--- src/rtl/alarm_pkg.sv ---
// Shared time-field layout, FSM state encoding and default parameters
// for the alarm scheduler.
package alarm_pkg;

  localparam int TIME_W   = 17;
  localparam int HOUR_MSB = 16;
  localparam int HOUR_LSB = 12;
  localparam int MIN_MSB  = 11;
  localparam int MIN_LSB  = 6;
  localparam int SEC_MSB  = 5;
  localparam int SEC_LSB  = 0;

  localparam int CNT_W = 16;

  localparam int DEF_NUM_ALARMS  = 4;
  localparam int DEF_RING_SECS   = 60;
  localparam int DEF_SNOOZE_SECS = 300;
  localparam int DEF_MAX_SNOOZE  = 3;

  typedef enum logic [1:0] {
    IDLE    = 2'd0,
    RINGING = 2'd1,
    SNOOZED = 2'd2
  } state_e;

  // Slots may hold impossible times such as 25:00:00; those must never fire.
  function automatic logic time_valid(input logic [TIME_W-1:0] t);
    return (t[HOUR_MSB:HOUR_LSB] <= 5'd23) &&
           (t[MIN_MSB:MIN_LSB]   <= 6'd59) &&
           (t[SEC_MSB:SEC_LSB]   <= 6'd59);
  endfunction

endpackage

--- src/rtl/alarm_ring_timer.sv ---
// Loadable seconds down-counter shared by the ring and snooze phases;
// zero flags terminal count.
module alarm_ring_timer
  import alarm_pkg::*;
(
  input  logic             clk,
  input  logic             rst,
  input  logic             load,
  input  logic [CNT_W-1:0] load_val,
  input  logic             tick,
  output logic             zero
);

  logic [CNT_W-1:0] cnt_q, cnt_d;

  always_comb begin
    cnt_d = cnt_q;
    if (load) begin
      cnt_d = load_val;
    end else if (tick && (cnt_q != '0)) begin
      cnt_d = cnt_q - CNT_W'(1);
    end
  end

  always_ff @(posedge clk or posedge rst) begin
    if (rst) begin
      cnt_q <= '0;
    end else begin
      cnt_q <= cnt_d;
    end
  end

  assign zero = (cnt_q == '0);

endmodule

--- src/rtl/alarm_scheduler.sv ---
// Alarm slot array, single shared time comparator scanned once per second,
// and the ring/snooze/dismiss FSM driving the buzzer request.
//
// state   | meaning
// IDLE    | no event; scanner may run after each SEC_TICK
// RINGING | buzzer requested, ring timer counting down
// SNOOZED | buzzer silent, snooze timer counting down
module alarm_scheduler
  import alarm_pkg::*;
#(
  parameter int NUM_ALARMS  = DEF_NUM_ALARMS,
  parameter int RING_SECS   = DEF_RING_SECS,
  parameter int SNOOZE_SECS = DEF_SNOOZE_SECS,
  parameter int MAX_SNOOZE  = DEF_MAX_SNOOZE,
  localparam int IDX_W = (NUM_ALARMS > 1) ? $clog2(NUM_ALARMS) : 1
) (
  input  logic              CLK,
  input  logic              RESET,
  input  logic              SEC_TICK,
  input  logic [TIME_W-1:0] CURRENT_TIME,
  input  logic              WR_EN,
  input  logic [IDX_W-1:0]  WR_IDX,
  input  logic [TIME_W-1:0] WR_TIME,
  input  logic              WR_ENABLE,
  input  logic              SNOOZE,
  input  logic              DISMISS,
  output logic              ALARM_DOING,
  output logic              SNOOZE_ACTIVE,
  output logic [IDX_W-1:0]  ACTIVE_IDX
);

  state_e            state_q, state_d;
  logic [TIME_W-1:0] slot_time_q [NUM_ALARMS];
  logic [TIME_W-1:0] slot_time_d [NUM_ALARMS];
  logic [NUM_ALARMS-1:0] slot_en_q, slot_en_d;
  logic [TIME_W-1:0] cap_time_q, cap_time_d;
  logic              scan_arm_q, scan_arm_d;
  logic              scan_run_q, scan_run_d;
  logic [IDX_W-1:0]  scan_idx_q, scan_idx_d;
  logic [IDX_W-1:0]  active_idx_q, active_idx_d;
  logic [7:0]        snz_cnt_q, snz_cnt_d;

  logic             timer_load, timer_zero;
  logic [CNT_W-1:0] timer_val;
  logic             scan_start, scan_hit, match, kill_active;

  alarm_ring_timer u_timer (
    .clk      (CLK),
    .rst      (RESET),
    .load     (timer_load),
    .load_val (timer_val),
    .tick     (SEC_TICK),
    .zero     (timer_zero)
  );

  assign scan_start  = (state_q == IDLE) && SEC_TICK;
  assign scan_hit    = scan_run_q && slot_en_q[scan_idx_q] &&
                       (slot_time_q[scan_idx_q] == cap_time_q) && time_valid(cap_time_q);
  // A new tick restarts the scan, so a hit in that same cycle is stale.
  assign match       = scan_hit && !scan_start;
  assign kill_active = WR_EN && !WR_ENABLE && (WR_IDX == active_idx_q);

  always_comb begin
    slot_time_d = slot_time_q;
    slot_en_d   = slot_en_q;
    if (WR_EN) begin
      slot_time_d[WR_IDX] = WR_TIME;
      slot_en_d[WR_IDX]   = WR_ENABLE;
    end
  end

  always_comb begin
    cap_time_d = cap_time_q;
    scan_arm_d = 1'b0;
    scan_run_d = scan_run_q;
    scan_idx_d = scan_idx_q;
    if (scan_start) begin
      cap_time_d = CURRENT_TIME;
      scan_arm_d = 1'b1;
      scan_run_d = 1'b0;
    end else if (scan_arm_q) begin
      scan_run_d = 1'b1;
      scan_idx_d = '0;
    end else if (scan_run_q) begin
      if (scan_hit || (scan_idx_q == IDX_W'(NUM_ALARMS - 1))) begin
        scan_run_d = 1'b0;
      end else begin
        scan_idx_d = scan_idx_q + IDX_W'(1);
      end
    end
  end

  always_comb begin
    state_d      = state_q;
    active_idx_d = active_idx_q;
    snz_cnt_d    = snz_cnt_q;
    timer_load   = 1'b0;
    timer_val    = '0;
    case (state_q)
      IDLE: begin
        if (match) begin
          state_d      = RINGING;
          active_idx_d = scan_idx_q;
          snz_cnt_d    = '0;
          timer_load   = 1'b1;
          timer_val    = CNT_W'(RING_SECS);
        end
      end
      RINGING: begin
        if (DISMISS || kill_active) begin
          state_d = IDLE;
        end else if (SNOOZE && (snz_cnt_q < 8'(MAX_SNOOZE))) begin
          state_d    = SNOOZED;
          snz_cnt_d  = snz_cnt_q + 8'd1;
          timer_load = 1'b1;
          timer_val  = CNT_W'(SNOOZE_SECS);
        end else if (timer_zero) begin
          state_d = IDLE;
        end
      end
      SNOOZED: begin
        if (DISMISS || kill_active) begin
          state_d = IDLE;
        end else if (timer_zero) begin
          state_d    = RINGING;
          timer_load = 1'b1;
          timer_val  = CNT_W'(RING_SECS);
        end
      end
      default: state_d = IDLE;
    endcase
  end

  always_ff @(posedge CLK or posedge RESET) begin
    if (RESET) begin
      state_q      <= IDLE;
      for (int i = 0; i < NUM_ALARMS; i++) begin
        slot_time_q[i] <= '0;
      end
      slot_en_q    <= '0;
      cap_time_q   <= '0;
      scan_arm_q   <= 1'b0;
      scan_run_q   <= 1'b0;
      scan_idx_q   <= '0;
      active_idx_q <= '0;
      snz_cnt_q    <= '0;
    end else begin
      state_q      <= state_d;
      slot_time_q  <= slot_time_d;
      slot_en_q    <= slot_en_d;
      cap_time_q   <= cap_time_d;
      scan_arm_q   <= scan_arm_d;
      scan_run_q   <= scan_run_d;
      scan_idx_q   <= scan_idx_d;
      active_idx_q <= active_idx_d;
      snz_cnt_q    <= snz_cnt_d;
    end
  end

  assign ALARM_DOING   = (state_q == RINGING);
  assign SNOOZE_ACTIVE = (state_q == SNOOZED);
  assign ACTIVE_IDX    = active_idx_q;

endmodule

--- config.mk ---
export PLATFORM = sky130hd
export DESIGN_NAME = alarm_scheduler
export DESIGN_NICKNAME = d
export VERILOG_FILES = /design/src/rtl/alarm_pkg.sv /design/src/rtl/alarm_ring_timer.sv /design/src/rtl/alarm_scheduler.sv
export SDC_FILE = /design/constraint.sdc
export NUM_CORES = 1
export LEC_CHECK = 0
export ABC_AREA = 1
export CAP_MARGIN = 5
export CORE_ASPECT_RATIO = 1.4
export CORE_MARGIN = 5
export CORE_UTILIZATION = 58
export CTS_CLUSTER_SIZE = 24
export DETAILED_ROUTE_END_ITERATION = 7
export PLACE_DENSITY = 0.81
export SYNTH_ARGS = -nofsm -noshare
export SYNTH_HDL_FRONTEND = slang
export SYNTH_SLANG_ARGS = --single-unit
--- constraint.sdc ---
create_clock -name CLK -period 5.04 [get_ports CLK]
set_input_delay 1.008 -clock CLK [delete_from_list [all_inputs] [get_ports CLK]]
set_output_delay 1.008 -clock CLK [all_outputs]
set_load 0.03 [all_outputs]
=== After elaboration in Yosys (flattened, before gate mapping) ===
Index checks and enable logic that the tools add are counted.

* Register bits: 121
* Logic and storage cells: 111

* Bitwise logic cells: 3
* Equality and inequality tests: 11
* Add/sub/neg operators: 3
* Muxes and demuxes: 44
* Order comparisons: 10
* Reductions and logical operators: 27

{| class="wikitable"
|+ Operator list
! cell !! number
|-
| $bwmux W68 || 1
|-
| $mux W17 || 3
|-
| $bmux W17 S2 || 1
|-
| $demux W17 S2 || 1
|-
| $mux W16 || 2
|-
| $pmux W9 S3 || 1
|-
| $mux W8 || 3
|-
| $mux W2 || 9
|-
| $mux W6 || 3
|-
| $mux W9 || 2
|-
| $eq A17 B17 Y1 || 1
|-
| $logic_not A16 Y1 || 1
|-
| $pmux W8 S2 || 1
|-
| $reduce_bool A16 Y1 || 1
|-
| $sub A16 B1 Y16 const B || 1
|-
| $logic_and A1 B1 Y1 || 13
|-
| $le A6 B6 Y1 const B || 2
|-
| $mux W1 || 12
|-
| $add A8 B1 Y8 const B || 1
|-
| $lt A8 B2 Y1 const B || 1
|-
| $ge A3 B3 Y1 const B || 2
|-
| $lt A2 B3 Y1 const B || 2
|-
| $ne A2 B2 Y1 const B || 3
|-
| $not A2 Y3 || 2
|-
| 23 further kinds || 29
|}

=== Depth between registers and ports, before layout ===
* Word-level depth: 12
* Depth in mapped cells: 17
* Mapped depth without buffers: 16

=== By module ===
A second synthesis with hierarchy kept.

* Cell total of the unflattened synthesis: 798
* Area, all modules: 6,037.0 µm²

{| class="wikitable"
|+ By module, submodules not included
! module !! area each (µm²) !! cells an instance !! seq. area each (µm²) !! times used
|-
| alarm_scheduler || 4,911.0 || 628 || 2,627.5 || 1
|-
| alarm_ring_timer || 1,126.1 || 170 || 400.4 || 1
|}

=== Least setup slack after synthesis ===
Ideal clock, no wire load.

* Path kind: input to register
* From: in WR_EN
* To: reg u_timer.cnt_q[0]
* Library setup time: 0.086 ns
* Path buffers: 2
* Slack: 2.912 ns
* Data arrival time: 2.042 ns
* Data required time: 4.954 ns
* Cell stages on the path: 10
* Cells stage by stage: clkbuf_1 > nand4_1 > nand2_1 > inv_1 > nand3_1 > nand2_1 > inv_1 > nand2_1 > buf_2 > nor3_1

* Longest elaborated chain between the ends: 6
* Elaborated cells on any way between the ends: 11
* Those cells by class: 7 x mux; 4 x reduce/logical

{| class="wikitable"
|+ Ends and longest elaborated chain
! what !! line !! RTL
|-
| start, declared || alarm_scheduler.sv:21 || <nowiki>input logic WR_EN,</nowiki>
|-
| $logic_and A1 B1 Y1 * (2 in series) || alarm_scheduler.sv:61 || <nowiki>assign kill_active = WR_EN && !WR_ENABLE && (WR_IDX == active_idx_q);</nowiki>
|-
| $logic_or A1 B1 Y1 * || alarm_scheduler.sv:110, alarm_scheduler.sv:122 ||
|-
| $mux W6 (tied with other cells) || alarm_scheduler.sv:122 || <nowiki>if (DISMISS || kill_active) begin</nowiki>
|-
| $pmux W9 S3 or $pmux W1 S3 (tied branches) || alarm_scheduler.sv:99 || <nowiki>case (state_q)</nowiki>
|-
| $mux W16 or $reduce_bool A2 Y1 (tied branches) || n/a ||
|-
| end signal, assigned || alarm_ring_timer.sv:29 || <nowiki>cnt_q <= cnt_d;</nowiki>
|-
| end, declared || alarm_ring_timer.sv:14 || <nowiki>logic [CNT_W-1:0] cnt_q, cnt_d;</nowiki>
|}

Mark *: on every way between the ends. The rest lies on a longest branch, timed or not.
A chain may end at the register's enable or synchronous reset.

=== Worst setup path after layout ===
* From: reg scan_idx_q[1]
* To: reg u_timer.cnt_q[13]

* Longest elaborated chain between the ends: 11
* Elaborated cells on any way between the ends: 15
* Those cells by class: 1 x eq/ne; 8 x mux; 1 x bitwise; 5 x reduce/logical

{| class="wikitable"
|+ Ends and longest elaborated chain
! what !! line !! RTL
|-
| start, declared || alarm_scheduler.sv:39 || <nowiki>logic [IDX_W-1:0] scan_idx_q, scan_idx_d;</nowiki>
|-
| start signal, assigned || alarm_scheduler.sv:154 || <nowiki>scan_idx_q <= scan_idx_d;</nowiki>
|-
| $not A2 Y3 (not written as such) || alarm_scheduler.sv:58 || <nowiki>(slot_time_q[scan_idx_q] == cap_time_q) && time_valid(cap_time_q);</nowiki>
|-
| $bmux W17 S2 || alarm_scheduler.sv:58 ||
|-
| $mux W17 (not written as such) (2 in series) || alarm_scheduler.sv:58 ||
|-
| $eq A17 B17 Y1 || alarm_scheduler.sv:58 ||
|-
| $logic_and A1 B1 Y1 * || alarm_scheduler.sv:57 || <nowiki>assign scan_hit = scan_run_q && slot_en_q[scan_idx_q] &&</nowiki>
|-
| $logic_and A1 B1 Y1 * || alarm_scheduler.sv:58 ||
|-
| $logic_and A1 B1 Y1 * || alarm_scheduler.sv:60 || <nowiki>assign match = scan_hit && !scan_start;</nowiki>
|-
| $mux W1 * || alarm_scheduler.sv:101 || <nowiki>if (match) begin</nowiki>
|-
| $pmux W1 S3 * || alarm_scheduler.sv:99 ||
|-
| $mux W16 or $reduce_bool A2 Y1 (tied branches) || n/a ||
|}

Mark *: on every way between the ends. The rest lies on a longest branch, timed or not. The select of a mux whose other input is x is not followed.

==> impl_metrics.py <==
metrics = {
    "power_and_ir_drop": {
        "power_density_nw_per_um2": 433,
        "design_power_total_mw": 2.99,
        "vdd_drop_max_v": 0.000296,
        "p_leak_nw": 3.48,
    },
    "synth": {
        "synth_edf_count": 0,
        "netlist_instances": 737,
        "synth-xor-area-share": 0.0213,
        "synthArstFlopShare": 1.00,
        "syn_avg_cell_area_sq_um": 7.81,
        "ys_ff_latch": 121,
        "yosysWarnings": 0,
        "synth-seq-area-share": 0.526,
        "synth_top_family_by_area": "simple AND/OR/NAND/NOR gates",
        "synth_compound_area_frac": 0.0804,
        "yosysUniqueCellTypes": 27,
        "muxShareOfSynthArea": 0,
        "yosys_most_used_dff": "dfrtp_1",
        "synthAdderAreaFrac": 0.00869,
        "synth_nets": 784,
        "synth_simple_gate_area_frac": 0.293,
        "netlist_area_sq_um": 5760,
    },
    "clock_tree": {
        "cts_setup_buffers": 0,
        "numCtsBuffers": 17,
        "cts-root-buf": "clkbuf_16",
        "cts_sinks": 121,
        "ctsResizeCount": 0,
        "cts_buffer_depth": 2,
        "worstSkewPairLatency_ns": 0.41,
        "ctsHoldBuffers": 0,
        "cts-htree-levels": 4,
        "cts_tree": "done",
        "cts.clk_slew.worst_paths_ns": 0.05,
    },
    "flow_run": {
        "maxCapViolations": 0,
    },
    "timing": {
        "report.final.slew_viol_count": 0,
        "slew_headroom": 0.385,
        "min_period_ns": 3.31,
        "tightest_slew_ns": 0.922,
        "setup_viol": 0,
        "clock.fmax_mhz": 302,
        "skew_ns": 0.00733,
        "grt_setup_unrepaired": "no",
        "finalHoldViolCount": 0,
        "setup_tns_ns": 0,
        "period_share": 0.657,
    },
    "global_routing": {
        "antenna_found_initial": 0,
        "grt_usage": 0.241,
        "overflow": 0,
        "grt_pass1_wl_um": 22700,
        "grt_pass1_vias": 4920,
        "grt_max_degree": 74,
    },
    "cells_and_area": {
        "num_antenna_cells": 0,
        "postLayoutCellArea_sq_um": 6910,
        "syn2layout_area_growth_pct": 20.0,
        "drive_above_1_share": 0.0606,
        "finalNetCount": 827,
        "final_util": 0.705,
    },
    "floorplanning": {
        "core_sq_um": 9790,
        "rows": 43,
        "die_area_sq_um": 12000,
        "die_h_um": 128,
        "start_util": 0.588,
        "ios": 47,
        "die_x_um": 94.2,
    },
    "setup_path": {
        "cp_top_family": "simple AND/OR/NAND/NOR gates",
        "crit_required_ns": 5.33,
        "setup.worst_path.end_class": "register",
        "critPathSlowestCell": "dfrtp_1",
        "cp.arrival_ns": 3.60,
        "max_stage_delay_ns": 0.94,
        "path_max_fanout": 21,
        "path_buf_inv": 1,
        "worstSetupPathType": "register to register",
        "path_cells": "inv_2, nand3_1, nand3_1, nand2_1, nand2_1, nor2_1, nand3_1, nor2_1, nand3_2, nand2_1, nor2_1",
        "critPathLaunchType": "register",
    },
    "place": {
        "gp_congestion": 0.868,
        "port_buffers": 46,
        "postPlaceCellArea_sq_um": 6300,
        "place_hpwl_um": 8470,
    },
    "route": {
        "drc": 0,
        "routedWlPerCell_um": 14.5,
        "vias": 4967,
        "dr.pass1.iters": 5,
        "wirelength_um": 13400,
        "drtIter0Drc": 384,
        "drtAntennaViolNets": 0,
        "vias_per_cell": 5.36,
    },
    "worst_hold_path": {
        "hp-class": "register to register",
    },
    "run_status": {
        "run_status": "finished clean",
    },
}
## per-layer routing
metal  track usage  up-vias  wire length (um)
met5             0        -                 0
met2         0.405      143              6980
li1              -     2415                 -
met4        0.0859        0               248
met3        0.0528       27               688
met1         0.305     2382              5490
## worst reg2reg max path, stage by stage, from the launching register on
cell,delay [ns]
dfrtp_1,0.94
inv_2,0.44
nand3_1,0.26
nand3_1,0.10
nand2_1,0.08
nand2_1,0.05
nor2_1,0.16
nand3_1,0.10
nor2_1,0.22
nand3_2,0.31
nand2_1,0.41
nor2_1,0.10
## kinds of logic after synthesis
kind of cell	Yosys count
AOI/OAI and AO/OA	91
xor gates and xnor gates	14
adders and majority gates	4
buffers and inverters	99
DFF	121
and+or+nand+nor	408
## cell type report
cell class,instances,area [sq um]
sequential,121,3030
fill,776,2890
multi-input combinational,517,2320
timing repair buffer,53,513
clock buffer,23,488
inverter,70,265
tap,135,169
clock inverter,8,118
## path summary, 6_finish.rpt
| check | startpoint | endpoint | slack (ns) | cells after the start |
|---|---|---|---|---|
| max in group asynchronous | RESET | slot_en_q[1] | 3.01 | 3 |
| min reg2reg | slot_en_q[3] | slot_en_q[3] | 0.48 | 2 |
| min in group asynchronous | RESET | snz_cnt_q[6] | 1.15 | 2 |
| max reg2reg | scan_idx_q[1] | u_timer.cnt_q[13] | 1.73 | 11 |
| max | scan_idx_q[1] | u_timer.cnt_q[13] | 1.73 | 11 |
| min | slot_en_q[3] | slot_en_q[3] | 0.48 | 2 |
## layout by cell type (no fill, tap or decap), types with 2 or more instances in the layout
| cell | instances |
|---|---|
| clkbuf_16 | 17 |
| bufinv_16 | 3 |
| nand3_1 | 66 |
| o21ai_0 | 83 |
| dfrtp_1 | 121 |
| xor2_1 | 10 |
| inv_1 | 66 |
| xnor2_1 | 4 |
| clkbuf_8 | 4 |
| clkdlybuf4s50_1 | 46 |
| nand3b_1 | 4 |
| nor3_1 | 4 |
| o21ai_1 | 3 |
| clkbuf_1 | 2 |
| clkinv_2 | 4 |
| nand4_1 | 6 |
| nor4_1 | 4 |
| nor2_1 | 45 |
| ha_1 | 4 |
| a21oi_1 | 3 |
| buf_4 | 7 |
| or2_2 | 7 |
| nand2_1 | 269 |
| inv_2 | 2 |
## flip-flops by register name, summed over array words and instances, names as in the netlist
| signal | cells |
|---|---|
| u_timer.cnt_q | 16 |
| scan_run_q | 1 |
| slot_time_q | 68 |
| scan_arm_q | 1 |
| ACTIVE_IDX | 2 |
| snz_cnt_q | 8 |
| scan_idx_q | 2 |
| cap_time_q | 17 |
| slot_en_q | 4 |
| state_q | 2 |
## where the power goes
| group | internal [mW] | total (mW) | switching, mW |
|---|---|---|---|
| combinational | 0.214 | 0.544 | 0.330 |
| sequential | 1.11 | 1.22 | 0.105 |
| clock | 0.823 | 1.23 | 0.407 |
| total | 2.15 | 2.99 | 0.841 |
## metrics by stage
stage	setup slack (ns)	std cells	hold WS, ns
3_3_place_gp	1.94	896	0.464
6_report	1.73	927	0.483
5_1_grt	1.54	927	0.504
3_5_place_dp	1.86	896	0.473
2_1_floorplan	0.818	737	0.445
4_1_cts	1.81	927	0.486
## synthesized netlist by cell type (6+ instances only)
cell type  number  area [sq um]
clkbuf_1       16          60.1
dfrtp_1       121          3030
nand4_1         6          37.5
o21ai_0        83           415
buf_2           8          40.0
xor2_1         10          87.6
inv_1          67           251
nand2_1       269          1010
nand3_1        66           330
nor2_1         45           169
or2_2           7          43.8
No activity file was read; power rests on OpenSTA's default activity.
==> edit (config.mk and constraints unchanged) <==
Set the package constant `CNT_W` to 32 (it was 16).
--- a/src/rtl/alarm_pkg.sv
+++ b/src/rtl/alarm_pkg.sv
@@ -10,7 +10,7 @@
   localparam int SEC_MSB  = 5;
   localparam int SEC_LSB  = 0;
 
-  localparam int CNT_W = 16;
+  localparam int CNT_W = 32;
 
   localparam int DEF_NUM_ALARMS  = 4;
   localparam int DEF_RING_SECS   = 60;
Behaviour: no difference found for any inputs over 4 cycles, from zero or initial values and one cycle with RESET high; that may be too few to reach the edited logic, so the function may still have changed.
==> edit against the unedited design <==
- design area rose by 16%
- area after synthesis rose by 21%
- total power rose by 3.5%
- sequential share of layout area fell by 1.1 points
- synthesized cell count rose by 22%
- highest routed layer unchanged
- fmax rose by 9.6%
- routed wire length rose by 24%
- largest cell class unchanged
- first-iteration DRC count rose by 8.6%
- sequential cell count rose by 16
- worst setup slack improved by 0.29 ns
==> edit: results (changes against the unedited design) <==
status: "finished, final reports clean"
postSynthAreaPerCell_um2: 7.741  # -0.90%
fill_cells: 957  # +23%
final.setup_skew_ns: 0.009857  # +0.002525 ns
syn-num-nets: 946  # +21%
wl_met1_mm: 6.628  # +21%
peakVddDrop_mv: 0.2167  # -27%
grt_use_total: 0.2450  # +0.004083
synth.distinct_cells: 33  # +22%
whs_endpoint: "snz_cnt_q[5]"
grt_pass1_vias: 5731  # +16%
yosysSeqAreaShare: 0.4926  # -0.03334
place.gp.congestion: 0.8919  # +2.8%
p_sw_uw: 916.3  # +8.9%
power.share.clock: 0.375  # -0.036
worst_pin_slew_ns: 0.7887  # -0.1336 ns
grt_max_degree: 60  # -19%
wl_per_cell_um: 15.13  # +4.7%
synthTopCellsByCount: "nand2_1 (305), dfrtp_1 (137), nor2_1 (84)"
critPathMaxFanout: 27  # +29%
slowest_stage: "inv_1"
crit_path_max_incr_delay_ns: 0.62  # -0.32 ns
dpl.hpwl_mm: 11.18  # +32%
r2r_cells: 13  # +2
grt_pass1_wl_mm: 27.38  # +20%
vias: 5882  # +18%
clock_net_power_uw: 1160  # -6%
wl_met2_mm: 8.511  # +22%
drtIter0Drc: 417  # +8.6%
drt_pass1_iterations: 7  # +2
p_comb_frac: 0.190  # +0.008
synth_compound_area_frac: 0.06742  # -0.01300
synthXorXnorAreaFrac: 0.03632  # +0.01502
groute.layer.met3.usage: 0.05058  # -0.002272
r2r-end: "u_timer.cnt_q[6]"
finish.net_count: 987  # +19%
drive_gt1_frac: 0.06197  # +0.001369
edit: changes by cell type after synthesis, moves of 7 or more:
cell     unedited run  this run
xor2_1             10        20
nor2_1             45        84
nand4_1             6        17
nand2_1           269       305
inv_1              67        79
nor2_2              0        11
dfrtp_1           121       137
nand3_1            66        73
buf_6               1         8
edit: stage by stage:
step	setup slack, ns	area, um2
detailed placement	1.718	7465
floorplan	0.3642	6959
global placement	1.845	7465
global route	1.829	8015
finish	2.019	8015
CTS	2.059	8015
edit: kinds of logic after synthesis:
| logic type | Yosys count |
|---|---|
| simple gates | 524 |
| flops | 137 |
| buf+inv | 113 |
| compound gates | 93 |
| xor+xnor | 28 |
| fa+ha+maj | 4 |
edit: cell type report:
| cell class | instances | area share |
|---|---|---|
| sequential | 137 | 0.4277 |
| multi-input combinational | 649 | 0.3771 |
| timing repair buffer | 54 | 0.06494 |
| clock buffer | 24 | 0.06010 |
| inverter | 81 | 0.03856 |
| tap | 147 | 0.02295 |
| clock inverter | 7 | 0.008586 |
